--- src/rtl/entry_sequencer_if.sv ---
// Key/adder/display bundle between the debouncer, the entry sequencer and the BCD adder path.
// The master side drives keys, clear and add_done. The slave (sequencer) side drives operands and display control.
interface entry_sequencer_if #(
  parameter int unsigned NDIG = 3
);
  localparam int unsigned OPW  = 4 * NDIG;
  localparam int unsigned CNTW = $clog2(NDIG + 1);

  logic            key_valid;
  logic [3:0]      gray_in;
  logic            clear;
  logic            add_done;
  logic            add_start;
  logic [OPW-1:0]  op_a;
  logic [OPW-1:0]  op_b;
  logic [1:0]      disp_sel;
  logic [CNTW-1:0] digit_cnt;
  logic            busy;
  logic            err;

  modport master (
    output key_valid, gray_in, clear, add_done,
    input  add_start, op_a, op_b, disp_sel, digit_cnt, busy, err
  );

  modport slave (
    input  key_valid, gray_in, clear, add_done,
    output add_start, op_a, op_b, disp_sel, digit_cnt, busy, err
  );
endinterface

--- src/rtl/entry_sequencer.sv ---
// Gray-code calculator control: builds two NDIG-digit BCD operands, starts the adder and steers the display.
// Optional add_done watchdog is enabled with `define ADD_TIMEOUT_EN.
module entry_sequencer #(
  parameter int unsigned NDIG           = 3,
  parameter int unsigned TIMEOUT_CYCLES = 27000000
) (
  input  logic             clk,
  input  logic             rst,
  entry_sequencer_if.slave bus
);
  localparam int unsigned OPW  = 4 * NDIG;
  localparam int unsigned CNTW = $clog2(NDIG + 1);

  typedef enum logic [2:0] {
    S_ENTER_A,
    S_ENTER_B,
    S_START,
    S_WAIT,
    S_SHOW
  } state_e;

  if (TIMEOUT_CYCLES == 0) begin : g_bad_timeout
    $error("TIMEOUT_CYCLES must be nonzero");
  end

  state_e          state_q;
  logic [OPW-1:0]  op_a_q;
  logic [OPW-1:0]  op_b_q;
  logic [CNTW-1:0] cnt_q;
  logic            add_start_q;
  logic [1:0]      disp_sel_q;
  logic            busy_q;
  logic            err_q;

  logic [3:0]      key_bin_c;
  logic            key_ok_c;
  logic            last_digit_c;
  logic            wd_expire_c;

  // Gray-to-binary: each binary bit is the XOR of all Gray bits at or above it.
  always_comb begin
    key_bin_c    = {bus.gray_in[3],
                    bus.gray_in[3] ^ bus.gray_in[2],
                    bus.gray_in[3] ^ bus.gray_in[2] ^ bus.gray_in[1],
                    ^bus.gray_in};
    key_ok_c     = (key_bin_c < 4'd10);
    last_digit_c = (cnt_q == CNTW'(NDIG - 1));
  end

`ifdef ADD_TIMEOUT_EN
  localparam int unsigned WDW = $clog2(TIMEOUT_CYCLES + 1);
  logic [WDW-1:0] wd_q;

  // Counts WAIT cycles; held at zero everywhere else so it restarts on each entry to WAIT.
  always_ff @(posedge clk or negedge rst) begin
    if (!rst) begin
      wd_q <= '0;
    end else if (bus.clear || state_q != S_WAIT) begin
      wd_q <= '0;
    end else begin
      wd_q <= wd_q + WDW'(1);
    end
  end

  assign wd_expire_c = (state_q == S_WAIT) && !bus.add_done &&
                       (wd_q == WDW'(TIMEOUT_CYCLES - 1));
`else
  assign wd_expire_c = 1'b0;
`endif

  always_ff @(posedge clk or negedge rst) begin
    if (!rst) begin
      state_q     <= S_ENTER_A;
      op_a_q      <= '0;
      op_b_q      <= '0;
      cnt_q       <= '0;
      add_start_q <= 1'b0;
      disp_sel_q  <= 2'd0;
      busy_q      <= 1'b0;
      err_q       <= 1'b0;
    end else if (bus.clear || wd_expire_c) begin
      // clear wins over everything; a watchdog expiry resets the same way but flags err
      state_q     <= S_ENTER_A;
      op_a_q      <= '0;
      op_b_q      <= '0;
      cnt_q       <= '0;
      add_start_q <= 1'b0;
      disp_sel_q  <= 2'd0;
      busy_q      <= 1'b0;
      err_q       <= !bus.clear;
    end else begin
      add_start_q <= 1'b0;
      err_q       <= 1'b0;
      unique case (state_q)
        S_ENTER_A, S_ENTER_B: begin
          if (bus.key_valid) begin
            if (!key_ok_c) begin
              err_q <= 1'b1;
            end else begin
              if (state_q == S_ENTER_A) begin
                op_a_q <= (op_a_q << 4) | OPW'(key_bin_c);
              end else begin
                op_b_q <= (op_b_q << 4) | OPW'(key_bin_c);
              end
              if (!last_digit_c) begin
                cnt_q <= cnt_q + CNTW'(1);
              end else if (state_q == S_ENTER_A) begin
                cnt_q      <= '0;
                state_q    <= S_ENTER_B;
                disp_sel_q <= 2'd1;
              end else begin
                cnt_q       <= '0;
                state_q     <= S_START;
                add_start_q <= 1'b1;
                busy_q      <= 1'b1;
              end
            end
          end
        end
        S_START: begin
          state_q <= S_WAIT;
        end
        S_WAIT: begin
          if (bus.add_done) begin
            state_q    <= S_SHOW;
            disp_sel_q <= 2'd2;
            busy_q     <= 1'b0;
          end
        end
        S_SHOW: begin
          // The key that leaves SHOW becomes the first digit of the next operand A.
          if (bus.key_valid) begin
            if (!key_ok_c) begin
              err_q <= 1'b1;
            end else begin
              op_a_q <= OPW'(key_bin_c);
              op_b_q <= '0;
              if (NDIG == 1) begin
                state_q    <= S_ENTER_B;
                cnt_q      <= '0;
                disp_sel_q <= 2'd1;
              end else begin
                state_q    <= S_ENTER_A;
                cnt_q      <= CNTW'(1);
                disp_sel_q <= 2'd0;
              end
            end
          end
        end
        default: begin
          state_q <= S_ENTER_A;
        end
      endcase
    end
  end

  assign bus.add_start = add_start_q;
  assign bus.op_a      = op_a_q;
  assign bus.op_b      = op_b_q;
  assign bus.disp_sel  = disp_sel_q;
  assign bus.digit_cnt = cnt_q;
  assign bus.busy      = busy_q;
  assign bus.err       = err_q;

endmodule

--- src/flat_wrapper.sv ---
// flat-port wrapper written by rule: the top's interface ports become plain ports
module entry_sequencer_flat 
#(
  parameter int unsigned NDIG           = 3,
  parameter int unsigned TIMEOUT_CYCLES = 27000000
)
  (clk, rst, bus_key_valid, bus_gray_in, bus_clear, bus_add_done, bus_add_start, bus_op_a, bus_op_b, bus_disp_sel, bus_digit_cnt, bus_busy, bus_err);
  entry_sequencer_if #(.NDIG(NDIG)) bus_i ();
  input  logic clk;
  input  logic rst;
  input wire logic [$bits(bus_i.key_valid)-1:0] bus_key_valid;
  input wire logic [$bits(bus_i.gray_in)-1:0] bus_gray_in;
  input wire logic [$bits(bus_i.clear)-1:0] bus_clear;
  input wire logic [$bits(bus_i.add_done)-1:0] bus_add_done;
  output wire logic [$bits(bus_i.add_start)-1:0] bus_add_start;
  output wire logic [$bits(bus_i.op_a)-1:0] bus_op_a;
  output wire logic [$bits(bus_i.op_b)-1:0] bus_op_b;
  output wire logic [$bits(bus_i.disp_sel)-1:0] bus_disp_sel;
  output wire logic [$bits(bus_i.digit_cnt)-1:0] bus_digit_cnt;
  output wire logic [$bits(bus_i.busy)-1:0] bus_busy;
  output wire logic [$bits(bus_i.err)-1:0] bus_err;
  assign bus_i.key_valid = bus_key_valid;
  assign bus_i.gray_in = bus_gray_in;
  assign bus_i.clear = bus_clear;
  assign bus_i.add_done = bus_add_done;
  assign bus_add_start = bus_i.add_start;
  assign bus_op_a = bus_i.op_a;
  assign bus_op_b = bus_i.op_b;
  assign bus_disp_sel = bus_i.disp_sel;
  assign bus_digit_cnt = bus_i.digit_cnt;
  assign bus_busy = bus_i.busy;
  assign bus_err = bus_i.err;
  entry_sequencer #(.NDIG(NDIG), .TIMEOUT_CYCLES(TIMEOUT_CYCLES)) u_core (.clk(clk), .rst(rst), .bus(bus_i));
endmodule
--- config.mk ---
export PLATFORM = sky130hd
export DESIGN_NAME = entry_sequencer_flat
export DESIGN_NICKNAME = d
export VERILOG_FILES = /design/src/rtl/entry_sequencer_if.sv /design/src/rtl/entry_sequencer.sv /design/src/flat_wrapper.sv
export SDC_FILE = /design/constraint.sdc
export NUM_CORES = 1
export LEC_CHECK = 0
export ABC_AREA = 1
export ABC_CLOCK_PERIOD_IN_PS = 2000
export CAP_MARGIN = 25
export CORE_MARGIN = 5
export CORE_UTILIZATION = 52
export DETAILED_ROUTE_END_ITERATION = 10
export HOLD_SLACK_MARGIN = 0.12
export PLACE_DENSITY_LB_ADDON = 0.15
export REMOVE_ABC_BUFFERS = 1
export SLEW_MARGIN = 30
export SYNTH_ARGS = -nofsm -noshare
export SYNTH_HDL_FRONTEND = slang
export SYNTH_SLANG_ARGS = --single-unit
--- constraint.sdc ---
create_clock -name clk -period 2 [get_ports clk]
set_input_delay 0.2 -clock clk [delete_from_list [all_inputs] [get_ports clk]]
set_output_delay 0.2 -clock clk [all_outputs]
set_load 0.1 [all_outputs]
==> results.json, run 1 <==
{
  "status": "finished, final reports clean",
  "synth-xor-area-share": 0.004182,
  "yosys_register_bits": 34,
  "syn_area_sq_um": 2095,
  "track_usage": 0.1822,
  "synthAdderAreaFrac": 0.01195,
  "relSlewSlack": 0.7069,
  "die_area_sq_um": 5397,
  "ant_nets": 0,
  "drv_slew": 0,
  "crit_required_ns": 2.22,
  "avgViaCountPerCell": 4.747,
  "fmax_ghz": 0.5531,
  "ys_seq_area_frac": 0.4062,
  "drtIter0Drc": 65,
  "grt_max_degree": 35,
  "clk-insertion-delay-late_ns": 0.28,
  "postCtsSetupBuffers": 0,
  "h-tree-depth": 2,
  "rsz0062_at_grt": "false",
  "cts_made_buffers": 5,
  "skew_ns": 0.006173,
  "synthMuxAreaShare": 0,
  "routed_wl_microns": 4381,
  "rows": 23,
  "grt_pass1_vias": 1700,
  "start_util": 0.5313,
  "min_path_type": "in -> async",
  "setup.worst_path.class": "in -> reg",
  "period_needed_ns": 1.808,
  "antenna_cells": 0,
  "path_clk_slew_ns": 0.07,
  "synth_area_per_cell_sq_um": 8.118,
  "ios": 40,
  "drc_errors": 0,
  "drv_cap": 0,
  "start_kind": "input port",
  "hold_viol_final": 0,
  "antenna_found_initial": 0,
  "path_max_fanout": 5,
  "synthesis.instances": 258,
  "coreArea_sq_um": 3943,
  "firstDrtPassIters": 6,
  "via_count": 1723,
  "clk_root_buffer_cell": "clkbuf_8",
  "synth_compound_area_frac": 0.1129,
  "synth_top_family_by_area": "simple AND/OR/NAND/NOR gates",
  "cts.repair.resized": 0,
  "globalplace.congestion": 0.8933,
  "place_area_sq_um": 2592,
  "crit_path_max_incr_delay_ns": 0.49,
  "yosys_warnings": 0,
  "final_cell_area_sq_um": 2669,
  "synthSimpleGateAreaFrac": 0.3536,
  "cts_buffer_depth": 2,
  "num-nets-final": 324,
  "path_cells": "clkdlybuf4s50_1, inv_1, ha_1, inv_1, nand2_1, nand3_1, nand2_2, nand2_4, nand3_4, nor2_4, buf_4, nand2_2, nand2_1",
  "die_w_microns": 73.47,
  "fin_tns_setup_ns": 0,
  "setup_viol": 0,
  "crit_slowest_cell": "clkdlybuf4s50_1",
  "cts_hold_buf": 0,
  "drt-wirelength-per-cell_microns": 12.07,
  "period_share": 0.9040,
  "static-leakage-power_uw": 0.001529,
  "cts.sinks": 34,
  "io_buffers": 39,
  "p_per_area_nw_per_um2": 1610,
  "syn_to_final_growth_pct": 27.42,
  "fillers": 349,
  "ir_worst_vdd_v": 0.0008763,
  "grt_pass1_wl_microns": 7562,
  "drive_gt1_frac": 0.3227,
  "dp_hpwl_microns": 3324,
  "die_height_microns": 73.47,
  "arrival_ns": 2.03,
  "worstMarginPinSlew_ns": 0.4396,
  "synth_cell_types": 25,
  "worst_setup_path_end_kind": "register",
  "post-route-util": 0.6769,
  "cts_tree": "built",
  "grt_overflow": 0
}
## where the power goes
| group | internal, uW | switching (uW) | total [uW] |
|---|---|---|---|
| Combinational | 714 | 2080 | 2800 |
| Clock | 239 | 228 | 467 |
| Sequential | 888 | 145 | 1030 |
| Total | 1840 | 2460 | 4300 |
## per-layer routing
metal	vias to the layer above	global-route usage	routed length, microns
met3	5	0.04925	227
met5	-	0	0
met1	781	0.2550	2142
met4	0	0.06036	55
li1	897	-	-
met2	40	0.2726	1956
## through the flow
stage	hold WS, ns	instances	power [uW]	worst slack, ns
global placement	0.4624	356	3830	-0.05878
CTS	0.3386	363	4332	0.2002
detailed placement	0.4678	356	3855	-0.09193
finish	0.3282	363	4297	0.1921
floorplan	-0.09559	249	3141	0.2233
global route	0.3581	363	4542	0.01500
## Yosys cell counts
cell	number	area share
o21bai_1	24	0.086
o21ai_2	2	0.0084
nand3b_4	1	0.0096
nand2_2	22	0.066
nand4_1	3	0.0090
ha_1	2	0.012
buf_2	3	0.0072
nor3_1	5	0.012
nand3_4	2	0.017
nor2_1	30	0.054
nand2_1	51	0.091
nor2_4	6	0.032
inv_1	37	0.066
buf_6	2	0.011
inv_2	5	0.0090
xor2_1	1	0.0042
or2_4	1	0.0042
a21oi_2	1	0.0042
dfrtp_1	34	0.41
nand2_4	7	0.038
o21ai_1	4	0.0096
nand3_1	9	0.022
a21oi_1	2	0.0048
buf_4	3	0.011
buf_8	1	0.0072
## cells in the final DEF, fill, tap and decap left out, drive strengths merged
cell,n
nor2,36
nand2,80
buf,49
xor2,1
or2,1
nand4,3
inv,42
clkbuf,7
o21ai,6
a21oi,3
nand3,11
nor3,5
dfrtp,34
o21bai,24
ha,2
clkdlybuf4s50,8
nand3b,1
## area by class of cell
class	count	area (sq um)	share of cell area
well taps	50	62.56	0.02344
flip-flops and latches	34	850.8	0.3188
multi-input cells	173	1011	0.3788
repair buffers	57	510.5	0.1913
clock buffers	7	76.32	0.02860
inverters	42	157.7	0.05907
## path summary, 6_finish.rpt
check / start / end / cells past startpoint / slack [ns]
worst max-delay path: bus_gray_in[2] / u_core.bus.op_b[1] / 13 / 0.19
worst min-delay path: rst / u_core.bus.op_a[5] / 2 / 0.33
worst max register to register: u_core.state_q[2] / u_core.bus.op_b[1] / 7 / 0.38
worst min register to register: u_core.bus.disp_sel[1] / u_core.bus.disp_sel[1] / 2 / 0.48
max in group asynchronous: rst / u_core.state_q[0] / 2 / 1.36
min in group clk: u_core.bus.disp_sel[1] / u_core.bus.disp_sel[1] / 2 / 0.48
## logic make-up (layout without fill, tap and decap cells)
logic type / count (synthesis) / in the layout
flops: 34 / 34
compound gates: 33 / 33
simple gates: 137 / 137
fa+ha+maj: 2 / 2
xor+xnor: 1 / 1
buf+inv: 51 / 106
## worst max-delay path: cells and delay by family
| kind | cells | cell delay [ns] |
|---|---|---|
| adders and majority gates | 1 | 0.33 |
| buffers and inverters | 4 | 0.78 |
| and+or+nand+nor | 8 | 0.71 |
## state kept, by name, summed over array words and instances, names as in the netlist
register              count
u_core.bus.op_a          12
u_core.bus.op_b          12
u_core.state_q            3
u_core.bus.digit_cnt      2
u_core.bus.disp_sel       2
u_core.bus.add_start      1
u_core.bus.busy           1
u_core.bus.err            1
(Power assumes the default switching activity.)
==> inputs of run 2 (changes only) <==
ABC_CLOCK_PERIOD_IN_PS = default   (was 2000)
CELL_PAD_IN_SITES_DETAIL_PLACEMENT = 0   (was default)
CELL_PAD_IN_SITES_GLOBAL_PLACEMENT = 1   (was default)
CORE_UTILIZATION = 38   (was 52)
PLACE_DENSITY = 0.89   (was default)
PLACE_DENSITY_LB_ADDON = default   (was 0.15)
==> run 2 against run 1 <==
Compared with the run above: critical path depth is the same; sequential power is essentially flat; cell count grew 6.9%; setup slack gained 0.017 ns; first-iteration DRC count shrank 14%; combinational power is essentially flat; wire length shrank 1.7%; power grew 0.86%; utilization shrank 18 points; final area grew 1.7%.
==> results.json, run 2 (same netlist as run 1, synthesis figures left out) <==
{
  "rsz0062_at_grt": "false",
  "final_cell_area_sq_um": 2714,
  "status": "finished, final reports clean",
  "coreArea_sq_um": 5439,
  "layout_commonest_cell": "nand2_1",
  "start_kind": "input port",
  "grt_pass1_wl_microns": 7721,
  "routed_wl_microns": 4305,
  "fillers": 544,
  "ant_nets": 0,
  "mostFrequentLayoutCells": "nand2_1 (51), buf_4 (47), inv_1 (37), dfrtp_1 (34), nor2_1 (30)",
  "grt_max_degree": 35,
  "drv_cap": 0,
  "num-nets-final": 326,
  "static-leakage-power_uw": 0.001545,
  "hold_viol_final": 0,
  "setup.worst_path.class": "in -> reg",
  "clk_root_buffer_cell": "clkbuf_8",
  "cts_made_buffers": 5,
  "clkPwrFrac": 0.119,
  "antenna_found_initial": 0,
  "arrival_ns": 2.02,
  "p_sw_uw": 2449,
  "grt_pass1_vias": 1745,
  "netSwitchingFraction": 0.5651,
  "dp_hpwl_microns": 3291,
  "worstMarginPinSlew_ns": 0.4477,
  "die_height_microns": 84.24,
  "p_per_area_nw_per_um2": 1597,
  "seq_area_sq_um": 850.8,
  "drive_gt1_frac": 0.3323,
  "rows": 27,
  "dp_cells": 380,
  "postCtsSetupBuffers": 0,
  "firstDrtPassIters": 4,
  "setup_ws_ns": 0.2093,
  "skew_ns": 0.003490,
  "min_path_type": "in -> async",
  "globalplace.congestion": 0.8284,
  "cts.sinks": 34,
  "fin_cells": 388,
  "pre_cts_slack_ns": -0.09193,
  "cts_hold_buf": 0,
  "p_seq_frac": 0.237,
  "clk-insertion-delay-late_ns": 0.28,
  "avgViaCountPerCell": 4.459,
  "period_share": 0.8953,
  "multi_input_area_sq_um": 1011,
  "h-tree-depth": 2,
  "relSlewSlack": 0.7015,
  "grt_overflow": 0,
  "start_util": 0.3851,
  "fmax_ghz": 0.5585,
  "track_usage": 0.1310,
  "die_w_microns": 84.24,
  "p_comb_frac": 0.644,
  "path_clk_slew_ns": 0.07,
  "worst_setup_path_end_kind": "register",
  "cts_tree": "built",
  "die_area_sq_um": 7096,
  "via_count": 1730,
  "r2r_slack_ns": 0.39,
  "setup_viol": 0,
  "antenna_cells": 0,
  "cts_buffer_depth": 2,
  "cts.repair.resized": 0,
  "io_buffers": 39,
  "place_area_sq_um": 2623,
  "p_int_uw": 1885,
  "drv_slew": 0,
  "drtIter0Drc": 56,
  "period_needed_ns": 1.791,
  "fin_tns_setup_ns": 0,
  "crit_required_ns": 2.23,
  "drc_errors": 0,
  "drt-wirelength-per-cell_microns": 11.10,
  "path_max_fanout": 5,
  "syn_to_final_growth_pct": 29.57,
  "ios": 40,
  "post-route-util": 0.4990,
  "ir_worst_vdd_v": 0.0007217
}
-- run 2: changes by cell type in the layout (fill, tap and decap cells not counted), sizes merged --
cell,delta
buf,+2
clkinv,+1
-- run 2: area by class of cell --
cell class / instances / area share
Clock buffer: 7 / 0.03181
Clock inverter: 1 / 0.001844
Inverter: 42 / 0.05809
Multi-Input combinational cell: 173 / 0.3725
Sequential cell: 34 / 0.3135
Tap cell: 72 / 0.03320
Timing Repair Buffer: 59 / 0.1890
-- run 2: power by group through the flow --
stage	Sequential, uW	Clock, uW	Combinational, uW
CTS	1030	535	2820
floorplan	2400	0	744
global route	1060	569	2960
finish	1030	517	2790
detailed placement	1040	0	2810
global placement	1040	0	2800
-- run 2: metal layers --
metal,vias to the layer above,share of wire,GRT usage
met5,-,0,0
met4,0,0.015,0.03947
met3,8,0.053,0.04122
met2,28,0.49,0.2217
met1,791,0.44,0.1593
li1,903,-,-
-- run 2: through the flow --
stage | power (uW) | hold WS [ns]
floorplan | 3141 | -0.09559
finish | 4334 | 0.3385
detailed placement | 3857 | 0.4645
global route | 4587 | 0.3925
CTS | 4388 | 0.3487
global placement | 3842 | 0.4647
-- run 2: worst paths after layout --
path	start	endpoint	cells past startpoint
worst max register to register	u_core.state_q[2]	u_core.bus.op_b[11]	7
worst max-delay path	bus_gray_in[2]	u_core.bus.op_a[8]	13
worst min-delay path	rst	u_core.bus.op_a[4]	2
min in group clk	u_core.bus.disp_sel[0]	u_core.bus.disp_sel[0]	2
max in group asynchronous	rst	u_core.bus.op_b[2]	2
worst min register to register	u_core.bus.disp_sel[0]	u_core.bus.disp_sel[0]	2
-- run 2: critical path, stage by stage --
cell and delay [ns]:
clkdlybuf4s50_1 0.50, inv_1 0.05, ha_1 0.32, inv_1 0.06, nand2_1 0.06, nand3_1 0.09
nand2_2 0.12, nand2_4 0.12, nand3_4 0.10, nor2_4 0.14, buf_4 0.16, nand2_2 0.04
nand2_1 0.06
